===== src/rtl/fp_mul_arbiter.sv =====
// Round-robin scheduler sharing one pipelined FP16 multiplier
// among NUM_REQ requesters; products return tagged to their owner.
module fp_mul_arbiter #(
  parameter int DATA_WIDTH  = 16,
  parameter int NUM_REQ     = 4,
  parameter int MUL_LATENCY = 1
) (
  input  logic                          clk,
  input  logic                          reset,
  input  logic [NUM_REQ-1:0]            req_valid,
  input  logic [NUM_REQ*DATA_WIDTH-1:0] req_a,
  input  logic [NUM_REQ*DATA_WIDTH-1:0] req_b,
  output logic [NUM_REQ-1:0]            req_ready,
  output logic                          mul_en,
  output logic [DATA_WIDTH-1:0]         mul_a,
  output logic [DATA_WIDTH-1:0]         mul_b,
  input  logic [DATA_WIDTH-1:0]         mul_result,
  output logic [NUM_REQ-1:0]            rsp_valid,
  output logic [DATA_WIDTH-1:0]         rsp_data,
  output logic                          busy
);

  localparam int IW    = $clog2(NUM_REQ);
  localparam int DEPTH = MUL_LATENCY + 1;

  logic [IW-1:0]         last_grant;
  logic [IW-1:0]         sel;
  logic                  found;
  logic                  xfer;
  logic [NUM_REQ-1:0]    gnt;
  logic [NUM_REQ-1:0]    iss_tag;
  logic [DEPTH-1:0]      vld_q;
  logic [NUM_REQ-1:0]    tag_q [DEPTH];
  logic [DATA_WIDTH-1:0] sel_a;
  logic [DATA_WIDTH-1:0] sel_b;

  // search starts one past the last winner and wraps
  always_comb begin
    found = 1'b0;
    sel   = last_grant;
    for (int k = 1; k <= NUM_REQ; k++) begin
      if (!found &&
          req_valid[(int'(last_grant) + k) % NUM_REQ]) begin
        found = 1'b1;
        sel   = IW'((int'(last_grant) + k) % NUM_REQ);
      end
    end
  end

  assign gnt       = NUM_REQ'(1) << sel;
  assign xfer      = found & reset;
  assign req_ready = xfer ? gnt : '0;
  assign sel_a     = req_a[int'(sel)*DATA_WIDTH +: DATA_WIDTH];
  assign sel_b     = req_b[int'(sel)*DATA_WIDTH +: DATA_WIDTH];
  assign busy      = mul_en | (|vld_q);

  always_ff @(posedge clk or negedge reset) begin
    if (!reset) begin
      last_grant <= IW'(NUM_REQ - 1);
      mul_en     <= 1'b0;
      mul_a      <= '0;
      mul_b      <= '0;
      iss_tag    <= '0;
    end else begin
      mul_en <= xfer;
      if (xfer) begin
        last_grant <= sel;
        mul_a      <= sel_a;
        mul_b      <= sel_b;
        iss_tag    <= gnt;
      end
    end
  end

  // tag pipe tracks the multiplier, stage 0 samples with its en
  always_ff @(posedge clk or negedge reset) begin
    if (!reset) begin
      vld_q <= '0;
      for (int k = 0; k < DEPTH; k++) begin
        tag_q[k] <= '0;
      end
    end else begin
      vld_q[0] <= mul_en;
      tag_q[0] <= iss_tag;
      for (int k = 1; k < DEPTH; k++) begin
        vld_q[k] <= vld_q[k-1];
        tag_q[k] <= tag_q[k-1];
      end
    end
  end

  always_ff @(posedge clk or negedge reset) begin
    if (!reset) begin
      rsp_valid <= '0;
      rsp_data  <= '0;
    end else if (vld_q[DEPTH-1]) begin
      rsp_valid <= tag_q[DEPTH-1];
      rsp_data  <= mul_result;
    end else begin
      rsp_valid <= '0;
    end
  end

endmodule


===== config.mk =====
export PLATFORM = sky130hd
export DESIGN_NAME = fp_mul_arbiter
export DESIGN_NICKNAME = d
export VERILOG_FILES = /design/src/rtl/fp_mul_arbiter.sv
export SDC_FILE = /design/constraint.sdc
export NUM_CORES = 1
export LEC_CHECK = 0
export ABC_AREA = 0
export BUFFER_PORTS_ARGS = -buffer_cell sky130_fd_sc_hd__buf_2
export CORE_ASPECT_RATIO = 1.4
export CORE_MARGIN = 1.5
export CORE_UTILIZATION = 25
export CTS_CLUSTER_DIAMETER = 150
export CTS_CLUSTER_SIZE = 20
export DETAILED_ROUTE_END_ITERATION = 10
export PLACE_DENSITY = 0.6
export SLEW_MARGIN = 20
export SYNTH_ARGS = -nofsm -noshare
export SYNTH_HDL_FRONTEND = slang
export SYNTH_SLANG_ARGS = --single-unit

===== constraint.sdc =====
create_clock -name clk -period 4.25 [get_ports clk]
set_input_delay 0.85 -clock clk [delete_from_list [all_inputs] [get_ports clk]]
set_output_delay 0.85 -clock clk [all_outputs]
set_load 0.05 [all_outputs]

# == Word-level counts from Yosys, hierarchy flattened ==
# Index checks and enable logic that the tools add are counted.
# op_classes
muxes,22
n_addsub,4
n_shift,3
reduce_logical,11
n_bitwise,6
magnitude_cmp,4
# op_table
operator,count
$shiftx 64x7->16,2
$lt 3x4->1 const B,4
$mux 1,12
$reduce_or 2->1,5
$bmux 1 s2,4
$mux 2,4
$mux 4,2
$add 2x1->2 const B,2
$add 2x2->2 const B,2
$and 1x1->1 const A,4
$shl 1x2->4 const A,1
$logic_and 1x1->1,3
$logic_not 1->1,3
$and 1x1->1,1
$or 1x1->1,1
# word_totals
reg_bits,69
output_inout_bits,58
wordCells,60
input_bits,150

# == Depth between registers and ports, before layout ==
# logic_depth
word_depth,18
mapped_depth,8

# == Least setup slack after synthesis ==
# OpenSTA, ideal clock, no wires.
# synth_path
path_type,input -> output
startpoint,in req_valid[2]
endpoint,out req_ready[0]
setup_slack_ps,856
stages,7
n_path_buf,3
required_time_ps,3400
arrival_ps,2544
path_cell_list,buf_2 > and2b_1 > o221ai_1 > a221o_1 > buf_6 > buf_6 > nor2_1
# synth_between
elab_chain_len,15
word_cells_on_any_way,29
cone_classes,shift (1); mux (21); bitwise (1); reduce/logical (6)
# synth_lines
item,line_no,text
start: declaration,10,"input logic [NUM_REQ-1:0] req_valid,"
$bmux 1 s2,43,req_valid[(int'(last_grant) + k) % NUM_REQ]) begin
$mux 1 (implied by the code) (2 in a row),43,
$mux 1,42,if (!found &&
$logic_not 1->1,42,
$logic_and 1x1->1,42,
$mux 1,42,
$logic_not 1->1,42,
$logic_and 1x1->1,42,
$mux 1,42,
$logic_not 1->1,42,
$logic_and 1x1->1,42,
$mux 2 or $mux 1 (tied branches),42,
$shl 1x2->4 or $and 1x1->1 (tied branches),"50, 51",
$mux 4 *,52,assign req_ready = xfer ? gnt : '0;
end: declaration,13,"output logic [NUM_REQ-1:0] req_ready,"
# Every way passes the cells marked *; elsewhere a longest branch is shown, timed or not. The select of a mux whose other input is x is not followed.

# == Final worst setup path ==
# layout_path
startpoint,in req_valid[1]
endpoint,out req_ready[2]
# Same word-level chain as after synthesis.

==> run_results.csv <==
group,metric,value,unit
routing,num_vias,3524,
critical_path,cp_max_fo,35,
critical_path,worstRegToRegCells,6,
routing,drt_iter0_markers,99,
synth,syn_area,3650,sq um
floorplan,die_y,146,um
cts,cts_hold_buf,0,
sta,rsz0062_at_grt,"false",
synth,syn_nets,505,
cts,h-tree-depth,3,
sta,clock_skew,4.79,ps
power,p_leak,2.48,nW
synth,ys_types,36,
layout,drive_above_1_share,51.2,%
cts,cts_sinks,69,
cts,cts_tree,"yes",
synth,synthTopCellsByArea,"dfrtp_1, a211oi_2, a211oi_1, and3_1, mux2_2",
sta,setup_slack,825,ps
sta,finalHoldViolCount,0,
synth,synth_seq_cells,69,
worst_hold_path,hold_path_class,"flop to flop",
floorplan,die_x,105,um
placed_design,pre_cts_ws,746,ps
floorplan,dieArea,15300,sq um
routing,firstDrtPassIters,5,
power,p_per_area,595,nW/um^2
layout,finish.utilization,35.4,%
sta,setup_violations,0,
sta,period_minus_slack,3430,ps
sta,finalMaxSlewViolations,0,
worst_hold_path,hold_path_depth,0,
cts,post_cts_resized,0,
synth,yosysTopAreaCell,"dfrtp_1",
sta,tightest_slew,743,ps
cts,clk_pin_slew_worst_paths,50,ps
layout,antennaDiodeCount,0,
sta,fin_crit_sh,80.6,%
placed_design,dpl.hpwl,8520,um
floorplan,start_util,25.4,%
critical_path,worstSetupPathType,"primary input to primary output",
synth,yosys_warnings,0,
sta,hold_ws,346,ps
routing,drt-total-wl,11100,um
floorplan,core,14400,sq um
critical_path,critPathRequiredTime,3400,ps
critical_path,critPathCaptureType,"primary output",
critical_path,rr_endpoint,"mul_b[3]",
layout,area_growth,39.4,%
routing,vias_per_cell,4.74,
placed_design,portBuffers,207,
synth,yosysSeqAreaShare,47.4,%
cts,root_buffer,"clkbuf_16",
critical_path,worstSetupStartpointType,"primary input",
routing,post-route-drc-count,0,
floorplan,fp-row-count,52,
synth,synth_cells,355,
routing,wl_per_cell,15.0,um
worst_hold_path,min_from,"tag_q[7]",
floorplan,ios,208,
critical_path,r2r_setup_slack,1780,ps
layout,nets,700,
critical_path,r2r_start,"last_grant[1]",
synth,synth_edf_count,0,
cts,cts_buffers,9,
cts,post_cts_buffers,0,
sta,max_freq,292,MHz
grt,gr-usage-all-layers,14.7,%
synth,synth_most_common_cell,"dfrtp_1",
sta,maxSlewHeadroom,50.5,%
grt,grt.overflow.total,0,
critical_path,cp.arrival,2580,ps
synth,yosysTopAreaCellShare,45.9,%
synth,postSynthAreaPerCell,10.3,sq um
synth,synthArstFlopShare,100,%
placed_design,gp_congestion,0.750,
grt,grt_pass1_vias,3713,
power,ir_worst_vdd,0.214,mV
run_status,outcome,"completed",
routing,ant_nets,0,
power,p_total,0.00303,W
run,maxCapViolCount,0,
synth,ys.flop_type,"dfrtp_1",
cts,cts.path.max_buffers,2,
synth,yosys-top-cells-count,"dfrtp_1, nor2_1, a211oi_1, nand2_1",
grt,grt_pass1_wl,17800,um
grt,antenna_found_initial,0,
sta,fin_tns_setup,0,ps
cts,clock_latency,330,ps
worst_hold_path,min_to,"tag_q[3]",
grt,grt_max_degree,46,
-- critical path, cell delays in order --
cell and delay [ps]:
buf_2 140, o41ai_4 590, inv_2 440, o211ai_4 200, nor2_1 100, buf_2 250
-- per-layer routing --
layer / vias up / part of all wire [%] / global-route usage (%)
met3: 19 / 5.9 / 3.27
met1: 1672 / 40 / 16.2
met4: 0 / 2.4 / 6.64
li1: 1676 / - / -
met2: 157 / 52 / 26.8
met5: - / 0 / 0
-- kinds of logic (layout without fill, tap and decap cells) --
family | after synthesis | count (layout) | share of synthesized area, %
AND/OR/NAND/NOR | 122 | 122 | 15.8
AO/OA/AOI/OAI | 111 | 111 | 25.4
flip-flops | 69 | 69 | 47.4
buffers and inverters | 34 | 234 | 5.72
multiplexers | 18 | 18 | 5.48
XOR/XNOR | 1 | 1 | 0.240
-- worst max path at each step --
stage	start	end	slack (ps)	cells past startpoint
finish	req_valid[1]	req_ready[2]	820	6
global route	req_valid[3]	req_ready[2]	660	6
detailed placement	req_valid[1]	req_ready[2]	750	6
global placement	req_valid[1]	req_ready[2]	800	6
floorplan	req_valid[2]	req_ready[0]	860	7
CTS	req_valid[1]	req_ready[2]	760	6
-- cell type report --
class                           instances  area (sq um)
Clock inverter                          6          45.0
Inverter                                1          3.75
Multi-Input combinational cell        252          1720
Tap cell                              189           236
Timing Repair Buffer                  217          1110
Sequential cell                        69          1730
Clock buffer                           10           239
Fill cell                            1492          9290
-- metrics by stage --
| stage | std cells | area, sq um |
|---|---|---|
| finish | 744 | 5090 |
| global route | 744 | 5090 |
| CTS | 744 | 5090 |
| detailed placement | 728 | 4810 |
| global placement | 728 | 4810 |
| floorplan | 355 | 3650 |
-- cells in the final DEF (no fill, tap or decap), types with 3 or more instances in the layout --
master,count
mux2_2,16
dfrtp_1,67
nand2_1,35
and2_1,5
clkbuf_16,9
buf_2,206
a211oi_1,36
buf_4,11
a21oi_1,32
nor2_1,39
and3_1,32
a211oi_2,28
a21o_1,4
nand2b_1,3
-- registers in the layout, indices dropped and copies added, names as in the netlist --
| signal | count |
|---|---|
| mul_a | 16 |
| vld_q | 2 |
| mul_b | 16 |
| mul_en | 1 |
| tag_q | 8 |
| last_grant | 2 |
| rsp_valid | 4 |
| rsp_data | 16 |
| iss_tag | 4 |
-- where the power goes --
group | leakage (nW) | switching [W] | internal [W]
logic | 1.52 | 0.000975 | 0.000393
registers | 0.813 | 0.000106 | 0.000841
clock network | 0.143 | 0.000297 | 0.000415
total | 2.48 | 0.00138 | 0.00165
(Power assumes the default switching activity.)
